<file path="src/rtl/pbit_link_pkg.sv">
// Shared definitions for the inter-FPGA p-bit link: link widths, beat count helper, framer FSM states.
package pbit_link_pkg;

   localparam int unsigned DATA_WIDTH_FMC     = 30;
   localparam int unsigned DATA_WIDTH_FMCPLUS = 54;

   // CHK is only reachable when the checksum beat is built.
   typedef enum logic [1:0] {
      IDLE = 2'd0,
      SEND = 2'd1,
      CHK  = 2'd2
   } pbit_tx_state_t;

   // Beats needed to carry n bits over a w-bit link.
   function automatic int unsigned num_beats(input int unsigned n, input int unsigned w);
      return (n + w - 1) / w;
   endfunction

endpackage

</file>
<file path="src/rtl/pbit_frame_tx.sv">
// Transmit framer: snapshots NUM_PBITS p-bits and streams them LSB-first as zero-padded
// DATA_WIDTH beats with back-pressure, back-to-back frames and drop reporting.
// Optional checksum beat (XOR of all data beats) when PBIT_LINK_CHECKSUM_EN is defined.
module pbit_frame_tx
   import pbit_link_pkg::*;
#(
   parameter int unsigned NUM_PBITS  = 1369,
   parameter int unsigned DATA_WIDTH = DATA_WIDTH_FMC
) (
   input  logic                  clk,
   input  logic                  rst,
   input  logic                  start,
   input  logic [NUM_PBITS-1:0]  pbits_in,
   input  logic                  tx_ready,
   output logic [DATA_WIDTH-1:0] tx_data,
   output logic                  tx_valid,
   output logic                  tx_last,
   output logic                  busy,
   output logic                  done,
   output logic                  start_dropped,
   output logic [15:0]           frame_cnt
);

   localparam int unsigned NUM_BEATS  = num_beats(NUM_PBITS, DATA_WIDTH);
   localparam int unsigned TOTAL_BITS = NUM_BEATS * DATA_WIDTH;
   localparam int unsigned IDX_W      = $clog2(NUM_BEATS + 1);
   localparam logic [IDX_W-1:0] LAST_IDX = IDX_W'(NUM_BEATS - 1);

   pbit_tx_state_t          state, state_n;
   logic [TOTAL_BITS-1:0]   shadow, shadow_n;
   logic [IDX_W-1:0]        beat_idx, beat_idx_n;
   logic [DATA_WIDTH-1:0]   tx_data_n;
   logic                    tx_valid_n, tx_last_n, busy_n, done_n, drop_n;
   logic [15:0]             frame_cnt_n;
   logic                    hs, load, finish;
`ifdef PBIT_LINK_CHECKSUM_EN
   logic [DATA_WIDTH-1:0]   chk, chk_n;
`endif

   // Next-state and next-output logic; every output is computed here and registered below.
   always_comb begin
      state_n     = state;
      shadow_n    = shadow;
      beat_idx_n  = beat_idx;
      tx_data_n   = tx_data;
      tx_valid_n  = tx_valid;
      tx_last_n   = tx_last;
      done_n      = 1'b0;
      drop_n      = 1'b0;
      frame_cnt_n = frame_cnt;
      load        = 1'b0;
      finish      = 1'b0;
      hs          = tx_valid && tx_ready;
`ifdef PBIT_LINK_CHECKSUM_EN
      chk_n       = chk;
`endif

      case (state)
         IDLE: load = start;
         SEND: begin
            if (hs) begin
`ifdef PBIT_LINK_CHECKSUM_EN
               chk_n = chk ^ tx_data;
`endif
               if (beat_idx == LAST_IDX) begin
`ifdef PBIT_LINK_CHECKSUM_EN
                  state_n   = CHK;
                  tx_data_n = chk ^ tx_data;
                  tx_last_n = 1'b1;
`else
                  finish = 1'b1;
`endif
               end else begin
                  beat_idx_n = beat_idx + 1'b1;
                  tx_data_n  = shadow[int'(beat_idx_n) * DATA_WIDTH +: DATA_WIDTH];
`ifdef PBIT_LINK_CHECKSUM_EN
                  tx_last_n  = 1'b0;
`else
                  tx_last_n  = (beat_idx_n == LAST_IDX);
`endif
               end
            end
         end
`ifdef PBIT_LINK_CHECKSUM_EN
         CHK: finish = hs;
`endif
         default: state_n = IDLE;
      endcase

      // Frame completion; a start in the same cycle chains the next frame with no bubble.
      if (finish) begin
         done_n      = 1'b1;
         frame_cnt_n = frame_cnt + 16'd1;
         load        = start;
         if (!start) begin
            state_n    = IDLE;
            tx_valid_n = 1'b0;
            tx_last_n  = 1'b0;
            tx_data_n  = '0;
         end
      end

      if (load) begin
         shadow_n   = TOTAL_BITS'(pbits_in);
         beat_idx_n = '0;
         state_n    = SEND;
         tx_valid_n = 1'b1;
         tx_data_n  = shadow_n[DATA_WIDTH-1:0];
`ifdef PBIT_LINK_CHECKSUM_EN
         chk_n      = '0;
         tx_last_n  = 1'b0;
`else
         tx_last_n  = (NUM_BEATS == 1);
`endif
      end

      drop_n = start && (state != IDLE) && !finish;
      busy_n = (state_n != IDLE);
   end

   // State, shadow and registered outputs.
   always_ff @(posedge clk or posedge rst) begin
      if (rst) begin
         state         <= IDLE;
         shadow        <= '0;
         beat_idx      <= '0;
         tx_data       <= '0;
         tx_valid      <= 1'b0;
         tx_last       <= 1'b0;
         busy          <= 1'b0;
         done          <= 1'b0;
         start_dropped <= 1'b0;
         frame_cnt     <= '0;
`ifdef PBIT_LINK_CHECKSUM_EN
         chk           <= '0;
`endif
      end else begin
         state         <= state_n;
         shadow        <= shadow_n;
         beat_idx      <= beat_idx_n;
         tx_data       <= tx_data_n;
         tx_valid      <= tx_valid_n;
         tx_last       <= tx_last_n;
         busy          <= busy_n;
         done          <= done_n;
         start_dropped <= drop_n;
         frame_cnt     <= frame_cnt_n;
`ifdef PBIT_LINK_CHECKSUM_EN
         chk           <= chk_n;
`endif
      end
   end

endmodule

</file>
<file path="config.mk">
export PLATFORM = sky130hd
export DESIGN_NAME = pbit_frame_tx
export DESIGN_NICKNAME = d
export VERILOG_FILES = /design/src/rtl/pbit_link_pkg.sv /design/src/rtl/pbit_frame_tx.sv
export SDC_FILE = /design/constraint.sdc
export NUM_CORES = 2
export LEC_CHECK = 0
export CAP_MARGIN = 5
export CORE_AREA = 3 3 552 554
export CTS_BUF_LIST = sky130_fd_sc_hd__clkbuf_8 sky130_fd_sc_hd__clkbuf_16
export DETAILED_ROUTE_END_ITERATION = 8
export DIE_AREA = 0 0 555 557
export PLACE_DENSITY = 0.43
export SYNTH_ARGS = -nofsm -noshare
export SYNTH_HDL_FRONTEND = slang
export SYNTH_SLANG_ARGS = --single-unit
</file>
<file path="constraint.sdc">
create_clock -name clk -period 135.3 [get_ports clk]
set_input_delay 33.825 -clock clk [delete_from_list [all_inputs] [get_ports clk]]
set_output_delay 33.825 -clock clk [all_outputs]
set_load 0.03 [all_outputs]
</file>
==> results by stage <==
Setup path:
- The number of buffers and inverters on the critical path is 8.
- Traced cell by cell, the critical path runs through clkdlybuf4s50_1, inv_8, buf_4, buf_4, buf_4, buf_4, buf_12, buf_4.
- The cell with the most instances on the worst path is buf_4.
- The type of the worst setup path is primary input to asynchronous set/reset pin.
- STA puts the critical path data required time at 136090 ps.
- The launching element type of the critical path is a primary input.
- The dominant delay contributor by cell family on the critical path is buffers and inverters.
- In this run the worst path has a maximum fanout of 180.
- STA classifies the critical path endpoint as an asynchronous set/reset pin.
- The slowest stage cell on the critical path is buf_4.
- For this run, the slowest stage of the critical path takes 920 ps.
- The data arrival at the endpoint of the critical path is 39930 ps.

Drt:
- Across all layers, the routed design uses between 50000 and 60000 vias.
- The count of nets left with antenna violations after detail routing is 0.
- For this run, design rule violations remaining after detail routing come to 0.
- The detailed-route wire length per cell is about 28 µm.
- For this block, the routed nets add up to 348.5 mm of wire.
- Using the TritonRoute via totals, the vias-per-cell ratio works out to 4.499.
- In this run, the number of DRC markers left after iteration 0 of detailed routing was 4452.
- The detailed-router iteration count before antenna repair is 6.

Die:
- The overall die width is 555 µm.
- The floorplan step defined a die boundary enclosing 309100 µm².
- During I/O placement, the number of pins put on the boundary was 1424.
- The height of the die is 557 µm.
- The total core area is 300000 µm².
- The initial standard-cell utilization of the core is between 20% and 30%.
- The number of core rows is 201.

Clock network:
- The number of buffers between clock root and the deepest sink is 4.
- The H-tree was split into 4 levels.
- The buffer count from post-CTS setup fixing is 0.
- For this design, the sink count on the clock tree is 1428.
- The number of clock buffers added by TritonCTS is between 150 and 200.
- The insertion delay to the later sink of the worst-skew pair is about 830 ps.
- Buffers inserted to repair hold after CTS numbered 0.
- The CTS tree is done.
- After clock tree synthesis, the repair step resized 0 gates.
- The clock slew at the register clock pins of the worst setup and hold paths is 60 ps.
- The cell at the root of the clock tree is clkbuf_16.

Synth:
- The synthesized design contains 0 enable-type register cells.
- The portion of synthesized area spent on multiplexers is 12.59%.
- The number of nets handed over by synthesis was 8370.
- The cell area that synthesis handed to floorplanning was around 66000 µm².
- By area, the combinational part of the netlist is dominated by simple AND/OR/NAND/NOR gates.
- Sequential elements use 54.50% of the synthesized area.
- The share of flip-flops with an asynchronous set or reset after synthesis is 100.0%.
- The fraction of the mapped netlist area in adder cells is 0.07633%.
- For this run, the number of Yosys warnings is 0.
- The number of register bits inferred by synthesis is roughly 1400.
- In the synthesized netlist the dominant register cell turns out to be dfrtp_1.
- The synthesized netlist devotes 2.975% of its cell area to compound gates.
- The number of standard cells after synthesis is between 6000 and 7000.
- The area fraction in and, or, nand and nor cells after synthesis is 25.40%.
- The mean instance size in the synthesized netlist is about 9.4 µm².
- Summing the areas of all xor and xnor instances in the mapped netlist gives 0.3568% of the synthesized area.
- The distinct cell type count of the synthesized netlist is between 60 and 70.

Placement:
- Once placement finished, the instance area stood at 83280 µm².
- The half-perimeter wire length after placement is 271.6 mm.
- The number of cells after detailed placement is 12050.
- The port buffer count is around 1400.
- The routability congestion estimate is 0.8573.

STA:
- The post-route clock period utilization is 28.93%.
- The achievable frequency is 25.55 MHz.
- The final hold violation count came to 0.
- The maximum clock skew at final layout is between 40 and 50 ps.
- Setup repair after global routing left no endpoint under its margin.
- The summed negative setup slack over all endpoints is 0 ps.
- The worst relative slew slack is 20.89%.
- The hold slack is 469.1 ps.
- Setup violations remaining at the end of the flow were counted as 0.
- For the pin with the worst max-slew slack, the measured transition is 1187 ps.
- The final-report max-slew violation count came to 0.
- The time the worst path needs with I/O delays and setup is 39140 ps.

Final layout:
- After the last flow step, the layout net total stands at 9650.
- Cells with a size suffix above 1 make up 9.089% of the layout.
- The layout has between 30000 and 40000 filler cells.
- Summing all flip-flop and latch instances after layout gives between 30000 and 40000 µm².
- The non-filler instance count after layout is 12440.
- The area growth from synthesis to layout is 36.34%.
- Once layout is done, the placed cells without fillers occupy 89400 µm².
- In the final layout, the multi-input gates occupy approximately 27000 µm².

Global routing:
- The pin count of the biggest net entering global routing is 216.
- Global routing finished with a remaining overflow of 0.
- The initial antenna violation count is 175.
- The first global-routing pass estimated 477.3 mm of wire.
- In the global route stage, overall resource usage came out at 21.95%.
- The number of global-route vias before repair is 58700.

Power:
- The leakage power summed over all cells is between 0.04 and 0.05 µW.
- The total chip power is 1407 µW.
- The ratio of total power to cell area is roughly 16 nW/µm².
- Across the VDD grid, the largest voltage drop is 0.009129 mV.

Hold path:
- The path class of the tightest hold or removal check is flip-flop to flip-flop.

Run status:
- The run finished with clean final reports.

Flow run:
- The number of max-cap violations is 0.
## power breakdown
| part | leakage (µW) | internal (µW) | switching, µW | total, µW |
|---|---|---|---|---|
| clock | 0.00313 | 287 | 203 | 490 |
| sequential | 0.0178 | 497 | 46.1 | 543 |
| combinational | 0.0212 | 154 | 219 | 373 |
| total | 0.0421 | 938 | 468 | 1410 |
## cell type report
class	instances	share of cell area [%]
antenna	66	0.1847
clock buffer	225	5.744
clock inverter	100	0.9209
inverter	5	0.02939
multi-input combinational	5114	30.50
sequential	1428	39.98
tap	3958	5.539
timing repair buffer	1545	17.11
## per-stage QoR
step	util [%]	worst slack, ps
finish	29.80	96160
floorplan	-	61200
CTS	29.74	96070
global route	29.77	95350
global placement	27.75	95270
detailed placement	27.76	95150
## cell usage after synthesis (all sizes together) (17+ instances only)
cell type  instances  area, µm²
a21oi             40      200.2
clkbuf            49      185.2
a32oi             18      157.7
mux4             324       7297
a221oi            20      175.2
dfrtp           1428      35730
mux2i             82      820.8
o22ai             21      131.4
nand2           4252      15960
buf              397       2490
o21ai             62      310.3
nand3             52      260.3
nor2              27      103.9
xnor2             17      156.4
a31oi             23      143.9
## layout by cell type (no fill, tap or decap), types with 6 or more instances in the layout
cell / synthesis / layout
xnor2_1: 16 / 14
a211oi_1: 12 / 11
a21oi_1: 40 / 39
o21ai_0: 56 / 56
nor3_1: 6 / 6
a221oi_1: 20 / 20
mux2i_1: 82 / 81
bufinv_16: 0 / 10
inv_6: 0 / 6
dfrtp_1: 1428 / 1427
o41ai_1: 12 / 12
o31ai_1: 10 / 10
inv_1: 4 / 49
buf_4: 26 / 111
a22o_1: 12 / 12
nor2_1: 26 / 25
clkbuf_16: 0 / 181
a22oi_1: 10 / 10
nand4_1: 7 / 7
xor2_1: 7 / 7
mux2_2: 12 / 12
mux4_2: 324 / 324
nand2b_1: 12 / 12
a31oi_1: 23 / 21
diode_2: 0 / 66
o211ai_1: 9 / 9
o22ai_1: 21 / 21
nand2_1: 4252 / 4252
buf_12: 0 / 11
a32oi_1: 18 / 18
clkbuf_8: 0 / 44
a21o_1: 14 / 14
clkdlybuf4s50_1: 0 / 1423
clkinv_2: 0 / 27
nand3_1: 52 / 52
## cell families after synthesis
group | Yosys count
other cells | 1
fa+ha+maj | 4
flops | 1428
buf+inv | 451
compound gates | 286
simple gates | 4380
xor+xnor | 25
mux | 418
## state kept, by name, indices dropped and copies added (netlist names)
name           cells
shadow          1369
tx_data           30
frame_cnt         16
beat_idx           6
state              2
busy               1
done               1
start_dropped      1
tx_last            1
tx_valid           1
## path summary, 6_finish.rpt
path | startpoint | slack [ps] | to | cells after the start
min in group asynchronous | rst | 33500 | shadow[200]$_DFFE_PP0P_ | 2
max | rst | 96160 | shadow[700]$_DFFE_PP0P_ | 8
min reg2reg | shadow[1165]$_DFFE_PP0P_ | 470 | shadow[1165]$_DFFE_PP0P_ | 2
max in group clk | tx_ready | 96750 | shadow[865]$_DFFE_PP0P_ | 10
max reg2reg | beat_idx[0]$_DFFE_PP0P_ | 128860 | tx_data[9]$_DFF_PP0_ | 11
min | shadow[1165]$_DFFE_PP0P_ | 470 | shadow[1165]$_DFFE_PP0P_ | 2
## worst min-delay path: stages (launching register included)
cell and delay, ps:
dfrtp_1 340, nand2_1 50, nand2_1 50
## routing by layer
metal / vias up / wire length, µm / GRT usage [%] / share of wire, %
met5: - / 815 / 0 / 0.23
met1: 28340 / 147800 / 27.99 / 42
met3: 517 / 21130 / 5.176 / 6.1
li1: 25190 / - / - / -
met4: 130 / 12730 / 7.934 / 3.7
met2: 1798 / 166100 / 36.21 / 48
Note: power is estimated with default switching activity, not from simulation.
